`src/rtl/countdown_pkg.sv`:
```
`default_nettype none
// +----------------------------------------------------------------------+
// | countdown_pkg                                                        |
// | Shared state encoding and 7-segment lookup for the countdown engine. |
// | Rev 1.0                                                              |
// +----------------------------------------------------------------------+
package countdown_pkg;

    typedef enum logic [2:0] {
        ST_IDLE  = 3'd0,
        ST_CONV  = 3'd1,
        ST_PAUSE = 3'd2,
        ST_RUN   = 3'd3,
        ST_DONE  = 3'd4
    } state_t;

    localparam logic [6:0] SEG_BLANK = 7'b1111111;
    localparam logic [6:0] SEG_ZERO  = 7'b0000001;

    // Active-low, bit6=a .. bit0=g; anything outside 0-9 goes dark.
    function automatic logic [6:0] seg_of(input logic [3:0] bcd);
        logic [6:0] seg;
        case (bcd)
            4'd0:    seg = 7'b0000001;
            4'd1:    seg = 7'b1001111;
            4'd2:    seg = 7'b0010010;
            4'd3:    seg = 7'b0000110;
            4'd4:    seg = 7'b1001100;
            4'd5:    seg = 7'b0100100;
            4'd6:    seg = 7'b0100000;
            4'd7:    seg = 7'b0001111;
            4'd8:    seg = 7'b0000000;
            4'd9:    seg = 7'b0000100;
            default: seg = SEG_BLANK;
        endcase
        return seg;
    endfunction

endpackage
`default_nettype wire

```
`src/rtl/seg7_decoder.sv`:
```
`default_nettype none
// +----------------------------------------------------------------------+
// | seg7_decoder                                                         |
// | Registered BCD to active-low segment decoder, resets to the "0" code.|
// | Rev 1.0                                                              |
// +----------------------------------------------------------------------+
module seg7_decoder
    import countdown_pkg::*;
(
    input  logic       clock,
    input  logic       reset,
    input  logic [3:0] bcd,
    output logic [6:0] seg
);

    logic [6:0] r_seg;

    always_ff @(posedge clock or posedge reset) begin
        if (reset) begin
            r_seg <= SEG_ZERO;
        end else begin
            r_seg <= seg_of(bcd);
        end
    end

    assign seg = r_seg;

endmodule
`default_nettype wire

```
`src/rtl/countdown_core.sv`:
```
`default_nettype none
// +----------------------------------------------------------------------+
// | countdown_core                                                       |
// | Loads binary seconds, converts to M:SS by repeated subtraction and   |
// | counts down on a 1 Hz enable, driving three registered digit codes.  |
// | Rev 1.0                                                              |
// +----------------------------------------------------------------------+
module countdown_core
    import countdown_pkg::*;
#(
    parameter int SUB_MIN  = 60,
    parameter int SUB_TENS = 10
) (
    input  logic       clock,
    input  logic       reset,
    input  logic       tick,
    input  logic       load,
    input  logic       start_stop,
    input  logic [7:0] switch_number,
    output logic [6:0] seconds_ones,
    output logic [6:0] seconds_tens,
    output logic [6:0] minutes,
    output logic       running,
    output logic       done
);

    localparam logic [7:0] c_sub_min  = 8'(SUB_MIN);
    localparam logic [7:0] c_sub_tens = 8'(SUB_TENS);

    state_t     r_state;
    state_t     w_state_nxt;
    logic [7:0] r_work;
    logic [7:0] w_work_nxt;
    logic [3:0] r_min;
    logic [3:0] r_tens;
    logic [3:0] r_ones;
    logic [3:0] w_min_nxt;
    logic [3:0] w_tens_nxt;
    logic [3:0] w_ones_nxt;
    logic [3:0] w_dec_min;
    logic [3:0] w_dec_tens;
    logic [3:0] w_dec_ones;
    logic       w_is_zero;
    logic       w_dec_zero;

    assign w_is_zero = (r_min == 4'd0) && (r_tens == 4'd0) && (r_ones == 4'd0);

    // One-second decrement with borrow; holds at 0:00 rather than wrapping.
    always_comb begin
        w_dec_min  = r_min;
        w_dec_tens = r_tens;
        w_dec_ones = r_ones;
        if (r_ones != 4'd0) begin
            w_dec_ones = r_ones - 4'd1;
        end else if (r_tens != 4'd0) begin
            w_dec_tens = r_tens - 4'd1;
            w_dec_ones = 4'd9;
        end else if (r_min != 4'd0) begin
            w_dec_min  = r_min - 4'd1;
            w_dec_tens = 4'd5;
            w_dec_ones = 4'd9;
        end
    end

    assign w_dec_zero = (w_dec_min == 4'd0) && (w_dec_tens == 4'd0) && (w_dec_ones == 4'd0);

    always_comb begin
        w_state_nxt = r_state;
        w_work_nxt  = r_work;
        w_min_nxt   = r_min;
        w_tens_nxt  = r_tens;
        w_ones_nxt  = r_ones;
        if (load) begin
            w_work_nxt  = switch_number;
            w_min_nxt   = 4'd0;
            w_tens_nxt  = 4'd0;
            w_ones_nxt  = 4'd0;
            w_state_nxt = ST_CONV;
        end else begin
            case (r_state)
                ST_CONV: begin
                    if (r_work >= c_sub_min) begin
                        w_work_nxt = r_work - c_sub_min;
                        w_min_nxt  = r_min + 4'd1;
                    end else if (r_work >= c_sub_tens) begin
                        w_work_nxt = r_work - c_sub_tens;
                        w_tens_nxt = r_tens + 4'd1;
                    end else begin
                        w_ones_nxt  = r_work[3:0];
                        w_state_nxt = ST_PAUSE;
                    end
                end
                // IDLE always holds 0:00, so it shares the PAUSE behaviour.
                ST_IDLE, ST_PAUSE: begin
                    if (start_stop) begin
                        w_state_nxt = w_is_zero ? ST_DONE : ST_RUN;
                    end
                end
                ST_RUN: begin
                    if (start_stop) begin
                        w_state_nxt = ST_PAUSE;
                    end else if (tick) begin
                        w_min_nxt  = w_dec_min;
                        w_tens_nxt = w_dec_tens;
                        w_ones_nxt = w_dec_ones;
                        if (w_dec_zero) begin
                            w_state_nxt = ST_DONE;
                        end
                    end
                end
                ST_DONE: begin
                    w_state_nxt = ST_DONE;
                end
                default: begin
                    w_state_nxt = ST_IDLE;
                end
            endcase
        end
    end

    always_ff @(posedge clock or posedge reset) begin
        if (reset) begin
            r_state <= ST_IDLE;
            r_work  <= 8'd0;
            r_min   <= 4'd0;
            r_tens  <= 4'd0;
            r_ones  <= 4'd0;
        end else begin
            r_state <= w_state_nxt;
            r_work  <= w_work_nxt;
            r_min   <= w_min_nxt;
            r_tens  <= w_tens_nxt;
            r_ones  <= w_ones_nxt;
        end
    end

    assign running = (r_state == ST_RUN);
    assign done    = (r_state == ST_DONE);

    seg7_decoder u_seg_min (
        .clock (clock),
        .reset (reset),
        .bcd   (r_min),
        .seg   (minutes)
    );

    seg7_decoder u_seg_tens (
        .clock (clock),
        .reset (reset),
        .bcd   (r_tens),
        .seg   (seconds_tens)
    );

    seg7_decoder u_seg_ones (
        .clock (clock),
        .reset (reset),
        .bcd   (r_ones),
        .seg   (seconds_ones)
    );

endmodule
`default_nettype wire
```
`config.mk`:
```
export PLATFORM = sky130hd
export DESIGN_NAME = countdown_core
export DESIGN_NICKNAME = d
export VERILOG_FILES = /design/src/rtl/countdown_pkg.sv /design/src/rtl/seg7_decoder.sv /design/src/rtl/countdown_core.sv
export SDC_FILE = /design/constraint.sdc
export NUM_CORES = 1
export LEC_CHECK = 0
export ABC_AREA = 0
export BUFFER_PORTS_ARGS = -buffer_cell sky130_fd_sc_hd__clkbuf_2
export CAP_MARGIN = 25
export CORE_ASPECT_RATIO = 0.75
export CORE_UTILIZATION = 55
export CTS_CLUSTER_SIZE = 28
export DETAILED_ROUTE_END_ITERATION = 10
export GPL_TIMING_DRIVEN = 0
export PLACE_DENSITY = 0.76
export SLEW_MARGIN = 20
export SYNTH_ARGS = -nofsm -noshare
export SYNTH_HDL_FRONTEND = slang
export SYNTH_SLANG_ARGS = --single-unit
```
`constraint.sdc`:
```
create_clock -name clock -period 5.1 [get_ports clock]
set_clock_uncertainty 0.2 [all_clocks]
set_input_delay 1.02 -clock clock [delete_from_list [all_inputs] [get_ports clock]]
set_output_delay 1.02 -clock clock [all_outputs]
set_load 0.1 [all_outputs]
```
==> results by group, run 1 <==
Global routing
  – Grt total ovfl: 0
  – GR Util All Layers: 27.0%
  – Number of global-route vias before repair: 2596
  – Largest net degree at the start of global routing: 24
  – First-pass GRT wire length: 12400 um
  – Initial antenna violation count: 0

Floorplanning
  – Die height: 67.6 um
  – Die outline area: 6050 um^2
  – # IOs: 36
  – Die width: 89.4 um
  – Core Rows: 23
  – Core Region: 5440 um^2
  – Starting density of the core: 58.0%

STA
  – Final period util: a little over two thirds
  – Final min period: between 3 and 4 ns
  – Slew Viols, Final: 0
  – Final Hold Fails: 0
  – Worst slew margin: roughly three fifths
  – Fmax: 279 MHz
  – Post-route setup TNS: 0 ns
  – Worst slew pin tran: roughly 0.61 ns
  – Unrepaired setup endpoints after global routing: false
  – # setup viols final: 0

Detailed routing
  – Post-DR vias/cell: 6.07
  – 1st-iter DRT viols: 264
  – Drt first pass iters: 5
  – Antenna-violating nets left: 0
  – Drt total wl: 7460 um
  – Wirelength per Cell: approximately 16 um
  – Post-route DRC: 0
  – Vias: 2894

Placement
  – IO buf count: 34
  – DP Wirelength: 5340 um
  – Routability cong.: 0.973

Setup path
  – Critical path origin: r_state[1]$_DFFE_PP0P_
  – Max incr delay on CP: between 0.5 and 0.6 ns
  – FF-to-FF Start: r_tens[1]$_DFFE_PP0P_
  – Type of the worst setup path: flip-flop to primary output
  – Worst Path Required: 3.88 ns
  – Flop2flop setup slack: 2.08 ns
  – Max FO, Critical Path: 10
  – Worst-path cell chain: clkbuf_1 > nand3b_1 > inv_1 > buf_2 > clkbuf_2
  – Critical Path End Type: primary output
  – Reg2Reg Depth: 8
  – Worst endpoint data arrival time: 2.36 ns
  – Startpoint Class: flip-flop
  – CP max-delay cell: clkbuf_2
  – FF-to-FF End: r_state[0]$_DFFE_PP0P_
  – Worst Setup EP: running

CTS
  – Cts bufs inserted: 5
  – Depth of the CTS H-tree: 2
  – Maximum clock path buffer count: 2
  – Cts repair resizes: 0
  – Clock Sinks: 44
  – Skew-Pair Late Insertion Delay: 0.31 ns
  – CTS Hold Buffers Added: 0
  – Post-CTS Setup Bufs: 0
  – CTS tree: done
  – CTS Root Cell: clkbuf_8
  – Worst-path clk slew: ~0.09 ns

Logic synthesis
  – Synth area leaders: dfrtp_1, ha_1, a21oi_1, nand2_1, nor2_1
  – Post-synth ARST share: 100%
  – Avg Inst Size Synth: 8.76 um^2
  – Cell variety after synth: just over 70
  – Synth Flop Type: dfrtp_1
  – Net count after synthesis: 392
  – Yosys synthesis warning count: 0
  – Yosys top cell area share: 32.5%
  – Flops & latches, synth: 44
  – Post-synth EDFFs: 0
  – Cell area after synthesis: 3150 um^2
  – Post-synthesis sequential area ratio: 35.0%
  – Area leader, netlist: dfrtp_1
  – Synth Instances: 360

Cells and area
  – Reg area: 1100 um^2
  – Layout cells sized above 1: 18.2%
  – Ant diodes: 0
  – Area Overhead vs Synth: 11.8%
  – Final net count: 434
  – Commonest non-fill, non-tap cell in the layout: dfrtp_1
  – # fillers: 469
  – Footprint of the multi-input gates: 1870 um^2
  – Commonest cells after routing, fill and taps aside: dfrtp_1, clkbuf_2, nand2_1

Hold path
  – Hold/Removal Path Class: flip-flop to flip-flop
  – Worst hold start: r_work[0]$_DFFE_PP0P_

Flow run
  – Max-cap violations: 0

Run status
  – Status: finished, final reports clean
## metrics by stage
stage | hold WS, ns | instances | worst slack, ns | area (um^2) | util (%)
finish | 0.373 | 477 | 1.52 | 3530 | 64.8
floorplan | 0.295 | 360 | 1.18 | 3150 | -
global placement | 0.347 | 469 | 1.93 | 3420 | 62.8
detailed placement | 0.338 | 470 | 1.88 | 3450 | 63.4
global route | 0.401 | 477 | 1.39 | 3530 | 64.8
CTS | 0.370 | 477 | 1.55 | 3530 | 64.8
## flip-flops by register name (all words and copies together), names as in the netlist
signal,cells
r_min,4
r_ones,4
r_state,3
r_tens,4
r_work,8
u_seg_min.seg,7
u_seg_ones.seg,7
u_seg_tens.seg,7
## final cells by class
| class | count | area share, % |
|---|---|---|
| buffer | 23 | 3.02 |
| clock buffer | 5 | 1.95 |
| inverter | 19 | 2.02 |
| multi-input combinational | 274 | 53.1 |
| timing repair buffer | 35 | 5.60 |
| sequential | 44 | 31.3 |
| tap | 75 | 2.66 |
| clock inverter | 2 | 0.355 |
## critical path: cells and delay by family (launching register included)
kind | cells | cell delay [ns]
AND/OR/NAND/NOR | 1 | 0.35
flip-flops | 1 | 0.32
buffers and inverters | 4 | 1.39
## routing by layer
layer / vias up / share of wire (%) / routed length, um / global-route usage (%)
met2: 116 / 43 / 3210 / 40.3
met1: 1362 / 48 / 3610 / 40.4
met5: - / 0 / 0 / 0
met4: 0 / 1.2 / 87 / 6.75
met3: 7 / 7.4 / 550 / 4.52
li1: 1409 / - / - / -
## worst min path at each step
stage,slack (ns),cells after the start,endpoint
3_5_place_dp,0.34,1,r_work[0]$_DFFE_PP0P_
6_report,0.37,1,r_work[0]$_DFFE_PP0P_
4_1_cts,0.37,1,r_work[0]$_DFFE_PP0P_
2_1_floorplan,0.29,1,r_work[0]$_DFFE_PP0P_
5_1_grt,0.40,1,r_work[0]$_DFFE_PP0P_
3_3_place_gp,0.35,1,r_work[0]$_DFFE_PP0P_
## cell usage after synthesis, drive strengths merged (3+ instances only)
| master | n |
|---|---|
| mux2 | 4 |
| clkbuf | 17 |
| o311ai | 3 |
| dfrtp | 41 |
| nor3b | 5 |
| nor4 | 4 |
| or3b | 4 |
| nor2b | 4 |
| a211oi | 4 |
| ha | 19 |
| nand2b | 8 |
| o31ai | 9 |
| nor3 | 16 |
| a21oi | 32 |
| nand2 | 31 |
| and3 | 4 |
| a311oi | 4 |
| nand3b | 3 |
| a21o | 5 |
| dfstp | 3 |
| mux2i | 3 |
| buf | 6 |
| o21ai | 19 |
| o211ai | 4 |
| nor2 | 28 |
| a31oi | 6 |
| nand3 | 10 |
| or2 | 4 |
| inv | 17 |
| o32ai | 3 |
## kinds of logic (layout without fill, tap and decap cells)
logic type                 count (synthesis)  after routing  synth area share [%]
DFF                                       44             44                  35.0
adders and majority gates                 19             19                  7.54
buffers and inverters                     42             84                  5.63
and+or+nand+nor                          133            133                  22.9
AOI/OAI and AO/OA                        112            112                  25.7
muxes                                      7              7                  2.38
xor gates and xnor gates                   3              3                 0.833
Power of run 1 is left out: the tool's default activity adds up to more than one toggle a clock period on the data nets, which glitch-free logic cannot reach.
==> inputs of run 2 (changes only) <==
- clock period: 5.1 -> 3.6 ns (I/O delays scaled with it)
==> run 2 against run 1 <==
Sequential share of layout area is 0.40 points lower. Non-clock buffer count stayed put. Sequential cell count stayed put. Critical path type unchanged. Highest routed layer unchanged.
==> results by group, run 2 (synthesis gave the netlist of run 1 again) <==
Run status
  – Status: finished, final reports clean

Setup path
  – Worst-path cell chain: clkbuf_1 > nand3b_1 > inv_1 > buf_2 > clkbuf_2
  – Critical path origin: r_state[1]$_DFFE_PP0P_
  – Startpoint Class: flip-flop
  – FF-to-FF End: r_state[0]$_DFFE_PP0P_
  – Worst endpoint data arrival time: 2.40 ns (+0.04 ns)
  – Max FO, Critical Path: 10 (unchanged)
  – Worst Path Required: 2.68 ns (-1.20 ns)
  – Critical Path End Type: primary output
  – CP max-delay cell: clkbuf_2
  – Max incr delay on CP: 0.51 ns (about the same)
  – Worst Setup EP: running
  – FF-to-FF Start: r_tens[1]$_DFFE_PP0P_
  – Worst Path Buf+Inv: 4 (unchanged)
  – WP depth: 5 (unchanged)
  – Reg2Reg Depth: 8 (unchanged)
  – Critical path's top delay family: buffers and inverters
  – Flop2flop setup slack: 0.50 ns (-1.58 ns)
  – Type of the worst setup path: flip-flop to primary output

STA
  – Unrepaired setup endpoints after global routing: false
  – Worst slew pin tran: 0.622 ns (+0.0150 ns)
  – Slew Viols, Final: 0 (unchanged)
  – Final min period: approximately 3.3 ns
  – # setup viols final: 0 (unchanged)
  – Worst slew margin: 58.4% (-0.97 points)
  – Final Hold Fails: 0 (unchanged)
  – Post-route setup TNS: 0 ns (unchanged)
  – Fmax: 301 MHz
  – Final period util: 92.3%

Global routing
  – Grt total ovfl: 0 (unchanged)
  – Largest net degree at the start of global routing: 24 (unchanged)
  – Initial antenna violation count: 0 (unchanged)
  – First-pass GRT wire length: 13400 um (+7.8%)
  – Number of global-route vias before repair: 2782 (+7.2%)
  – GR Util All Layers: 28.9% (+1.9 points)

CTS
  – Post-CTS Setup Bufs: 0 (unchanged)
  – Maximum clock path buffer count: 2 (unchanged)
  – Depth of the CTS H-tree: 2 (unchanged)
  – Worst-path clk slew: 0.09 ns (about the same)
  – Cts repair resizes: 0 (unchanged)
  – Skew-Pair Late Insertion Delay: 0.31 ns (about the same)
  – Cts bufs inserted: 5 (unchanged)
  – Clock Sinks: 44 (unchanged)
  – CTS Hold Buffers Added: 0 (unchanged)
  – CTS Root Cell: clkbuf_8
  – CTS tree: done

Floorplanning
  – Die height: 67.6 um (unchanged)
  – Die width: 89.4 um (unchanged)
  – Starting density of the core: 58.0% (unchanged)
  – # IOs: 36 (unchanged)
  – Die outline area: 6050 um^2 (unchanged)
  – Core Region: 5440 um^2 (unchanged)
  – Core Rows: 23 (unchanged)

Detailed routing
  – Antenna-violating nets left: 0 (unchanged)
  – Wirelength per Cell: 16.3 um (+4.4%)
  – Drt first pass iters: 5 (unchanged)
  – Drt total wl: 7800 um (+4.6%)
  – Post-DR vias/cell: 6.21 (+2.3%)
  – 1st-iter DRT viols: 282 (+6.8%)
  – Vias: 2966 (+2.5%)
  – Post-route DRC: 0 (unchanged)

Placement
  – DP Wirelength: 5450 um (+2.1%)
  – IO buf count: 34 (unchanged)
  – Routability cong.: 0.966 (-0.77%)

Flow run
  – Max-cap violations: 0 (unchanged)

Cells and area
  – Final net count: 434 (unchanged)
  – Area Overhead vs Synth: 13.2%
  – Ant diodes: 0 (unchanged)
  – Most flops, register: r_work
  – Commonest non-fill, non-tap cell in the layout: dfrtp_1
  – Max reg flops: 8 (unchanged)
  – Layout cells sized above 1: 18.6% (+0.45 points)
  – Commonest cells after routing, fill and taps aside: dfrtp_1, clkbuf_2, nand2_1

Hold path
  – Hold/Removal Path Class: input pin to async pin
## run 2: changes by cell type in the layout (fill, tap and decap cells not counted)
cell | before | now
bufinv_16 | 0 | 1
clkbuf_8 | 5 | 6
clkinv_2 | 1 | 0
clkinv_4 | 0 | 1
clkinvlp_4 | 1 | 0
nor3_1 | 16 | 15
nor3_2 | 0 | 1
## run 2: worst min path at each step
stage	start	to	slack, ns	depth (start not counted)
6_report	reset	u_seg_ones.seg[6]$_DFF_PP0_	0.23	2
5_1_grt	reset	u_seg_ones.seg[2]$_DFF_PP0_	0.28	2
4_1_cts	reset	r_tens[3]$_DFFE_PP0P_	0.25	2
3_5_place_dp	r_work[0]$_DFFE_PP0P_	r_work[0]$_DFFE_PP0P_	0.34	1
3_3_place_gp	r_work[0]$_DFFE_PP0P_	r_work[0]$_DFFE_PP0P_	0.35	1
2_1_floorplan	r_work[0]$_DFFE_PP0P_	r_work[0]$_DFFE_PP0P_	0.29	1
## run 2: per-layer routing
metal / track usage (%) / routed length (um)
met3: 5.01 / 654
met4: 7.74 / 95
met1: 41.3 / 3560
met2: 44.9 / 3490
met5: 0 / 0
## run 2: final cells by class
type / instances / area (um^2)
multi-input cells: 274 / 1880
fillers: 451 / 1870
flip-flops and latches: 44 / 1100
repair buffers: 35 / 198
plain buffers: 23 / 106
well taps: 75 / 93.8
clock buffers: 6 / 82.6
inverters: 19 / 71.3
clock inverters: 2 / 38.8
## run 2: stage by stage
| stage | utilization, % | area [um^2] | setup WS (ns) | std cells | hold slack (ns) |
|---|---|---|---|---|---|
| after floorplan | - | 3160 | 0.821 | 360 | 0.295 |
| after detailed placement | 63.4 | 3450 | 0.622 | 470 | 0.340 |
| after global placement | 62.9 | 3420 | 0.707 | 469 | 0.345 |
| final | 65.7 | 3570 | 0.278 | 478 | 0.231 |
| after global routing | 65.7 | 3570 | 0.191 | 478 | 0.279 |
| after CTS | 65.7 | 3570 | 0.320 | 478 | 0.248 |
Power of run 2 is left out for the same reason.
